**src/rtl/pipe_hazard_ctrl_if.sv**
```systemverilog
// Decode/writeback/redirect bundle between the pipeline stages and pipe_hazard_ctrl.
// The master drives the decode-stage view; the slave (the controller) returns issue/stall/flush/PC steering.
interface pipe_hazard_ctrl_if #(
  parameter int REGSZ  = 5,
  parameter int NREGS  = 32,
  parameter int WORDSZ = 64
);
  logic              dec_valid;
  logic [REGSZ-1:0]  dec_rs1;
  logic [REGSZ-1:0]  dec_rs2;
  logic              dec_use_rs1;
  logic              dec_use_rs2;
  logic [REGSZ-1:0]  dec_rd;
  logic              dec_wr_rd;
  logic              dec_is_load;
  logic              wb_valid;
  logic [REGSZ-1:0]  wb_rd;
  logic              ld_done;
  logic              redirect;
  logic [WORDSZ-1:0] redirect_pc;

  logic              issue;
  logic              stall_fetch;
  logic              stall_dec;
  logic              flush_dec;
  logic              pc_sel;
  logic [WORDSZ-1:0] pc_target;
  logic [NREGS-1:0]  busy_mask;
  logic [2:0]        ld_cnt;

  modport master (
    output dec_valid, dec_rs1, dec_rs2, dec_use_rs1, dec_use_rs2, dec_rd,
           dec_wr_rd, dec_is_load, wb_valid, wb_rd, ld_done, redirect, redirect_pc,
    input  issue, stall_fetch, stall_dec, flush_dec, pc_sel, pc_target, busy_mask, ld_cnt
  );

  modport slave (
    input  dec_valid, dec_rs1, dec_rs2, dec_use_rs1, dec_use_rs2, dec_rd,
           dec_wr_rd, dec_is_load, wb_valid, wb_rd, ld_done, redirect, redirect_pc,
    output issue, stall_fetch, stall_dec, flush_dec, pc_sel, pc_target, busy_mask, ld_cnt
  );
endinterface

```
**src/rtl/pipe_hazard_ctrl.sv**
```systemverilog
// Hazard/issue control for the in-order pipeline: register scoreboard, load-slot tracking, redirect flush sequencing.
// Optional macro HAZ_WB_BYPASS_EN: a same-cycle writeback / ld_done frees the register / load slot for this cycle's decision.
module pipe_hazard_ctrl #(
  parameter int REGSZ     = 5,
  parameter int NREGS     = 32,
  parameter int WORDSZ    = 64,
  parameter int MAX_LD    = 1,
  parameter int FLUSH_CYC = 2
) (
  input logic              clk,
  input logic              reset,
  pipe_hazard_ctrl_if.slave bus
);

  typedef enum logic {RUN, FLUSH} state_t;

  state_t           state_q;
  logic [2:0]       flushCnt_q;
  logic [NREGS-1:0] sb_q, sb_d;
  logic [2:0]       ldCnt_q, ldCnt_d;

  logic [NREGS-1:0] busyVec;
  logic             ldFull;
  logic             hazard;
  logic             running;
  logic             issueW;
  logic             stallW;

  // Busy view used for the hazard decision; with bypass, a register retiring now is already readable.
  always_comb begin
    busyVec = sb_q;
    ldFull  = (ldCnt_q == 3'(MAX_LD));
`ifdef HAZ_WB_BYPASS_EN
    if (bus.wb_valid) busyVec[bus.wb_rd] = 1'b0;
    if (bus.ld_done)  ldFull = 1'b0;
`endif
    hazard  = (bus.dec_use_rs1 & busyVec[bus.dec_rs1])
            | (bus.dec_use_rs2 & busyVec[bus.dec_rs2])
            | (bus.dec_wr_rd   & busyVec[bus.dec_rd])
            | (bus.dec_is_load & ldFull);
    running = (state_q == RUN);
    issueW  = bus.dec_valid & ~hazard & running & ~bus.redirect;
    stallW  = bus.dec_valid &  hazard & running & ~bus.redirect;
  end

  assign bus.issue       = issueW;
  assign bus.stall_dec   = stallW;
  assign bus.stall_fetch = stallW;
  assign bus.flush_dec   = (running & bus.redirect) | ~running;
  assign bus.pc_sel      = running & bus.redirect;
  assign bus.pc_target   = (running & bus.redirect) ? bus.redirect_pc : '0;
  assign bus.busy_mask   = sb_q;
  assign bus.ld_cnt      = ldCnt_q;

  // Set is applied after clear so an issue to the register being retired keeps it busy.
  always_comb begin
    sb_d = sb_q;
    if (bus.wb_valid) sb_d[bus.wb_rd] = 1'b0;
    if (issueW && bus.dec_wr_rd && bus.dec_rd != '0) sb_d[bus.dec_rd] = 1'b1;
    sb_d[0] = 1'b0;

    ldCnt_d = ldCnt_q;
    if (bus.ld_done && ldCnt_q != 3'd0) ldCnt_d = ldCnt_d - 3'd1;
    if (issueW && bus.dec_is_load)      ldCnt_d = ldCnt_d + 3'd1;
  end

  always_ff @(posedge clk) begin
    if (reset) begin
      sb_q    <= '0;
      ldCnt_q <= 3'd0;
    end else begin
      sb_q    <= sb_d;
      ldCnt_q <= ldCnt_d;
    end
  end

  // Redirects seen while flushing are wrong-path and dropped.
  always_ff @(posedge clk) begin
    if (reset) begin
      state_q    <= RUN;
      flushCnt_q <= 3'd0;
    end else begin
      case (state_q)
        RUN: begin
          if (bus.redirect) begin
            state_q    <= FLUSH;
            flushCnt_q <= 3'(FLUSH_CYC);
          end
        end
        FLUSH: begin
          if (flushCnt_q <= 3'd1) begin
            state_q    <= RUN;
            flushCnt_q <= 3'd0;
          end else begin
            flushCnt_q <= flushCnt_q - 3'd1;
          end
        end
        default: begin
          state_q    <= RUN;
          flushCnt_q <= 3'd0;
        end
      endcase
    end
  end

endmodule

```
**src/flat_wrapper.sv**
```systemverilog
// flat-port wrapper written by rule: the top's interface ports become plain ports
module pipe_hazard_ctrl_flat 
#(
  parameter int REGSZ     = 5,
  parameter int NREGS     = 32,
  parameter int WORDSZ    = 64,
  parameter int MAX_LD    = 1,
  parameter int FLUSH_CYC = 2
)
  (clk, reset, bus_dec_valid, bus_dec_rs1, bus_dec_rs2, bus_dec_use_rs1, bus_dec_use_rs2, bus_dec_rd, bus_dec_wr_rd, bus_dec_is_load, bus_wb_valid, bus_wb_rd, bus_ld_done, bus_redirect, bus_redirect_pc, bus_issue, bus_stall_fetch, bus_stall_dec, bus_flush_dec, bus_pc_sel, bus_pc_target, bus_busy_mask, bus_ld_cnt);
  pipe_hazard_ctrl_if #(.REGSZ(REGSZ), .NREGS(NREGS), .WORDSZ(WORDSZ)) bus_i ();
  input logic clk;
  input logic reset;
  input wire logic [$bits(bus_i.dec_valid)-1:0] bus_dec_valid;
  input wire logic [$bits(bus_i.dec_rs1)-1:0] bus_dec_rs1;
  input wire logic [$bits(bus_i.dec_rs2)-1:0] bus_dec_rs2;
  input wire logic [$bits(bus_i.dec_use_rs1)-1:0] bus_dec_use_rs1;
  input wire logic [$bits(bus_i.dec_use_rs2)-1:0] bus_dec_use_rs2;
  input wire logic [$bits(bus_i.dec_rd)-1:0] bus_dec_rd;
  input wire logic [$bits(bus_i.dec_wr_rd)-1:0] bus_dec_wr_rd;
  input wire logic [$bits(bus_i.dec_is_load)-1:0] bus_dec_is_load;
  input wire logic [$bits(bus_i.wb_valid)-1:0] bus_wb_valid;
  input wire logic [$bits(bus_i.wb_rd)-1:0] bus_wb_rd;
  input wire logic [$bits(bus_i.ld_done)-1:0] bus_ld_done;
  input wire logic [$bits(bus_i.redirect)-1:0] bus_redirect;
  input wire logic [$bits(bus_i.redirect_pc)-1:0] bus_redirect_pc;
  output wire logic [$bits(bus_i.issue)-1:0] bus_issue;
  output wire logic [$bits(bus_i.stall_fetch)-1:0] bus_stall_fetch;
  output wire logic [$bits(bus_i.stall_dec)-1:0] bus_stall_dec;
  output wire logic [$bits(bus_i.flush_dec)-1:0] bus_flush_dec;
  output wire logic [$bits(bus_i.pc_sel)-1:0] bus_pc_sel;
  output wire logic [$bits(bus_i.pc_target)-1:0] bus_pc_target;
  output wire logic [$bits(bus_i.busy_mask)-1:0] bus_busy_mask;
  output wire logic [$bits(bus_i.ld_cnt)-1:0] bus_ld_cnt;
  assign bus_i.dec_valid = bus_dec_valid;
  assign bus_i.dec_rs1 = bus_dec_rs1;
  assign bus_i.dec_rs2 = bus_dec_rs2;
  assign bus_i.dec_use_rs1 = bus_dec_use_rs1;
  assign bus_i.dec_use_rs2 = bus_dec_use_rs2;
  assign bus_i.dec_rd = bus_dec_rd;
  assign bus_i.dec_wr_rd = bus_dec_wr_rd;
  assign bus_i.dec_is_load = bus_dec_is_load;
  assign bus_i.wb_valid = bus_wb_valid;
  assign bus_i.wb_rd = bus_wb_rd;
  assign bus_i.ld_done = bus_ld_done;
  assign bus_i.redirect = bus_redirect;
  assign bus_i.redirect_pc = bus_redirect_pc;
  assign bus_issue = bus_i.issue;
  assign bus_stall_fetch = bus_i.stall_fetch;
  assign bus_stall_dec = bus_i.stall_dec;
  assign bus_flush_dec = bus_i.flush_dec;
  assign bus_pc_sel = bus_i.pc_sel;
  assign bus_pc_target = bus_i.pc_target;
  assign bus_busy_mask = bus_i.busy_mask;
  assign bus_ld_cnt = bus_i.ld_cnt;
  pipe_hazard_ctrl #(.REGSZ(REGSZ), .NREGS(NREGS), .WORDSZ(WORDSZ), .MAX_LD(MAX_LD), .FLUSH_CYC(FLUSH_CYC)) u_core (.clk(clk), .reset(reset), .bus(bus_i));
endmodule
```
**config.mk**
```make
export PLATFORM = sky130hd
export DESIGN_NAME = pipe_hazard_ctrl_flat
export DESIGN_NICKNAME = d
export VERILOG_FILES = /design/src/rtl/pipe_hazard_ctrl_if.sv /design/src/rtl/pipe_hazard_ctrl.sv /design/src/flat_wrapper.sv
export SDC_FILE = /design/constraint.sdc
export NUM_CORES = 1
export LEC_CHECK = 0
export CAP_MARGIN = 20
export CORE_AREA = 3 3 94 96
export CTS_BUF_LIST = sky130_fd_sc_hd__clkbuf_16
export DETAILED_ROUTE_END_ITERATION = 12
export DIE_AREA = 0 0 97 99
export PLACE_DENSITY = 0.9
export RECOVER_POWER = 25
export SLEW_MARGIN = 40
export SYNTH_ARGS = -nofsm -noshare
export SYNTH_HDL_FRONTEND = slang
export SYNTH_SLANG_ARGS = --single-unit
```
**constraint.sdc**
```tcl
create_clock -name clk -period 8.6 [get_ports clk]
set_input_delay 1.72 -clock clk [delete_from_list [all_inputs] [get_ports clk]]
set_output_delay 1.72 -clock clk [all_outputs]
set_load 0.01 [all_outputs]
```
==> results.md <==
* Crit path required time at 6.88 ns
* Status: complete, but fails checks
* Setup_tns at 0 ns
* Main flop type after synthesis: dfxtp_1
* Hold Vio Cnt, Final at 0
* Via/cell ratio at 5.65
* CTS H-tree lvls at 2
* Port buffer count at 196
* Worst r2r src: u_core.bus.busy_mask[8]$_SDFF_PP0_
* Iteration count of the initial detailed-routing pass at 5
* Max Slew Vio Count at 44
* Multi-input gate area at 2360 um2
* Synth Net Count at 497
* Crit Path Category: in -> out
* Int Power at 0.433 mW
* Critical Path AT at 4.93 ns
* Synth warn at 0
* Area delta synth->final at 65.2%
* Critical-path cell list: clkdlybuf4s50_1 -> mux4_2 -> mux2i_1 -> nor3b_1 -> o41ai_2 -> nand3_2 -> and2_1 -> clkdlybuf4s50_1
* Hold Crit Endpoint: u_core.flushCnt_q[2]$_SDFFE_PP0P_
* Post-CTS Hold Fix Bufs at 0
* CTS clock-pin slew for the worst setup and hold paths at 0.05 ns
* Hpwl dp at 10.3 mm
* DR vias at 3849
* Post-synth cell types at 52
* Initial drt markers at 289
* Comb pwr share at 0.346
* Setup bufs post-CTS at 0
* Kind of end point of the critical path: primary output
* Async S/R FF share, synth at 0
* Tcrit/Tclk final at 0.774
* R2R setup slack at 6.00 ns
* Highest Clock Rate at 150 MHz
* Routed wire length at 13.2 mm
* Max Cap Viol at 1
* Top-count cell post-synth: and2_1
* Fin Clk Skew at 0.00380 ns
* Synth cell count leaders: and2_1, dfxtp_1, nor2b_1
* Pre-CTS WS at 2.00 ns
* Top cell type by total area after synthesis: dfxtp_1
* Sw Share at 0.280
* Core outline area at 8130 um2
* CP startpoint: bus_dec_rd[0]
* Number of synthesized flops with an enable pin at 0
* Top area cells in the synthesized netlist: dfxtp_1, and2_1, mux4_2
* Nets at 675
* Clock buffer depth at 2
* Routed Antenna Nets at 0
* Ports at 198
* LEAKAGE at 2.03 nW
* Worst-margin pin slew at 1.68 ns
* Ant. Diodes at 0
* First-pass GRT wire length at 20.6 mm
* Mean Syn Cell Area at 8.26 um2
* Setup violators final at 0
* Synth Register Bits at 38
* Sequential element share of the synthesized area at 0.232
* Final WS setup at 1.95 ns
* Share of power burned in registers at 0.313
* Clock sinks at 38
* Max-slew headroom at -0.118
* Initial antenna violation count at 0
* CP max FO at 14
* Critical path launch point type: input port
* Pwr dens at 111 nW/um2
* Total CTS buffers at 5
* Cell mode on critical path: clkdlybuf4s50_1
* Failing checks: capacitance limit, slew limit
* Clock share of power at 0.341
* Avg WL per Cell at 19.5 um
* Starting Density at 0.403
* Hold path cells at 2
* CTS tree: yes
* Die W at 97 um
* Post-Synthesis Cells at 397
* Worst path max stage delay at 0.85 ns
* Reg area at 761 um2
* Filler cell count at 640
* Grt total ovfl at 0
* Synth Cell Area at 3280 um2
* Vias in the first global route at 3895
* Routability cong. at 0.992
* Crit-path slowest cell: clkdlybuf4s50_1
* Worst reg2reg path depth at 7
* All-Layer GR Usage at 0.265
* Hold_sp: u_core.flushCnt_q[2]$_SDFFE_PP0P_
* RSZ-0062 raised after global routing: false
* Cell Rows at 33
* Psw at 0.168 mW
* Clock network latency to the later pin of the worst-skew pair at 0.28 ns
* Yosys top cell area share at 0.232
* Final min period at 6.65 ns
* Die height at 99 um
* # DRC at 0
* Worst IR Drop VDD at 0.0826 mV
* Largest net degree at the start of global routing at 67
* Root buffer cell: clkbuf_16
* Hold Path Class: reg -> reg
* DIE AREA at 9600 um2
* Post-CTS sizing at 0
* End of the worst register-to-register path: u_core.bus.busy_mask[25]$_SDFF_PP0_
* Share of cells above drive strength 1 at 0.0851
[layout by cell type, fill, tap and decap left out, types with 3 or more instances in the layout]
| cell type | n |
|---|---|
| a21oi_1 | 4 |
| nand3b_1 | 20 |
| o31ai_1 | 8 |
| nor4_1 | 3 |
| o21ai_2 | 8 |
| clkdlybuf4s50_1 | 164 |
| nand2b_1 | 7 |
| dlygate4sd3_1 | 32 |
| ha_1 | 6 |
| a221oi_1 | 3 |
| mux2_1 | 5 |
| nor3b_1 | 6 |
| dfxtp_1 | 38 |
| nor2_1 | 14 |
| nand3_1 | 8 |
| inv_1 | 8 |
| and3_1 | 3 |
| mux4_2 | 14 |
| nand2_1 | 31 |
| mux2_2 | 9 |
| o21ai_0 | 21 |
| nor2b_1 | 31 |
| mux2i_1 | 5 |
| o22ai_1 | 3 |
| and2_1 | 66 |
| clkbuf_16 | 5 |
| o21ai_1 | 17 |
[per-stage QoR]
stage | power (mW) | utilization | cells | hold slack, ns | area, um2
6_report | 0.601 | 0.666 | 681 | 0.506 | 5420
5_1_grt | 0.629 | 0.666 | 681 | 0.558 | 5420
4_1_cts | 0.603 | 0.667 | 681 | 0.500 | 5420
3_5_place_dp | 0.399 | 0.646 | 673 | 0.482 | 5260
3_3_place_gp | 0.393 | 0.646 | 673 | 0.468 | 5260
2_1_floorplan | 0.288 | - | 397 | 0.454 | 3280
[worst max path at each step]
| stage | endpoint | depth (start not counted) |
|---|---|---|
| 5_1_grt | bus_stall_dec | 8 |
| 3_5_place_dp | bus_stall_fetch | 8 |
| 6_report | bus_stall_dec | 8 |
| 2_1_floorplan | bus_stall_fetch | 9 |
| 3_3_place_gp | bus_stall_dec | 8 |
| 4_1_cts | bus_stall_fetch | 8 |
[area by class of cell]
| type | count | area share |
|---|---|---|
| multi-input cells | 324 | 0.435 |
| clock inverters | 3 | 0.00739 |
| well taps | 105 | 0.0242 |
| repair buffers | 198 | 0.364 |
| clock buffers | 5 | 0.0231 |
| inverters | 8 | 0.00554 |
| flip-flops and latches | 38 | 0.140 |
[power by group through the flow]
| stage | clock network (mW) | logic [mW] | registers, mW |
|---|---|---|---|
| 2_1_floorplan | 0 | 0.0948 | 0.193 |
| 3_3_place_gp | 0 | 0.202 | 0.191 |
| 3_5_place_dp | 0 | 0.208 | 0.191 |
| 4_1_cts | 0.206 | 0.209 | 0.188 |
| 5_1_grt | 0.217 | 0.224 | 0.188 |
| 6_report | 0.205 | 0.208 | 0.188 |
[kinds of logic (layout without fill, tap and decap cells)]
group	after synthesis	after routing	share of synthesized area
AND/OR/NAND/NOR	205	205	0.370
AO/OA/AOI/OAI	78	78	0.162
flip-flops	38	38	0.232
buffers and inverters	35	214	0.0500
multiplexers	33	33	0.159
adder cells (fa/ha/maj)	6	6	0.0229
other	1	1	0.00114
XOR/XNOR	1	1	0.00267
[state kept, by name, summed over array words and instances, names as in the netlist]
register,count
u_core.bus.busy_mask,31
u_core.bus.ld_cnt,3
u_core.flushCnt_q,3
u_core.state_q,1
[routing by layer]
metal | vias up | share of wire | track usage
met3 | 35 | 0.11 | 0.0637
met1 | 1772 | 0.37 | 0.330
met4 | 0 | 0.019 | 0.0756
met5 | - | 0 | 0
li1 | 1769 | - | -
met2 | 273 | 0.50 | 0.459
[critical path: cells and delay by family]
kind | cells | cell delay, ns
buf+inv | 2 | 1.33
compound gates | 1 | 0.47
mux | 2 | 0.73
simple gates | 3 | 0.68
Power figures use the tool's default switching activity.
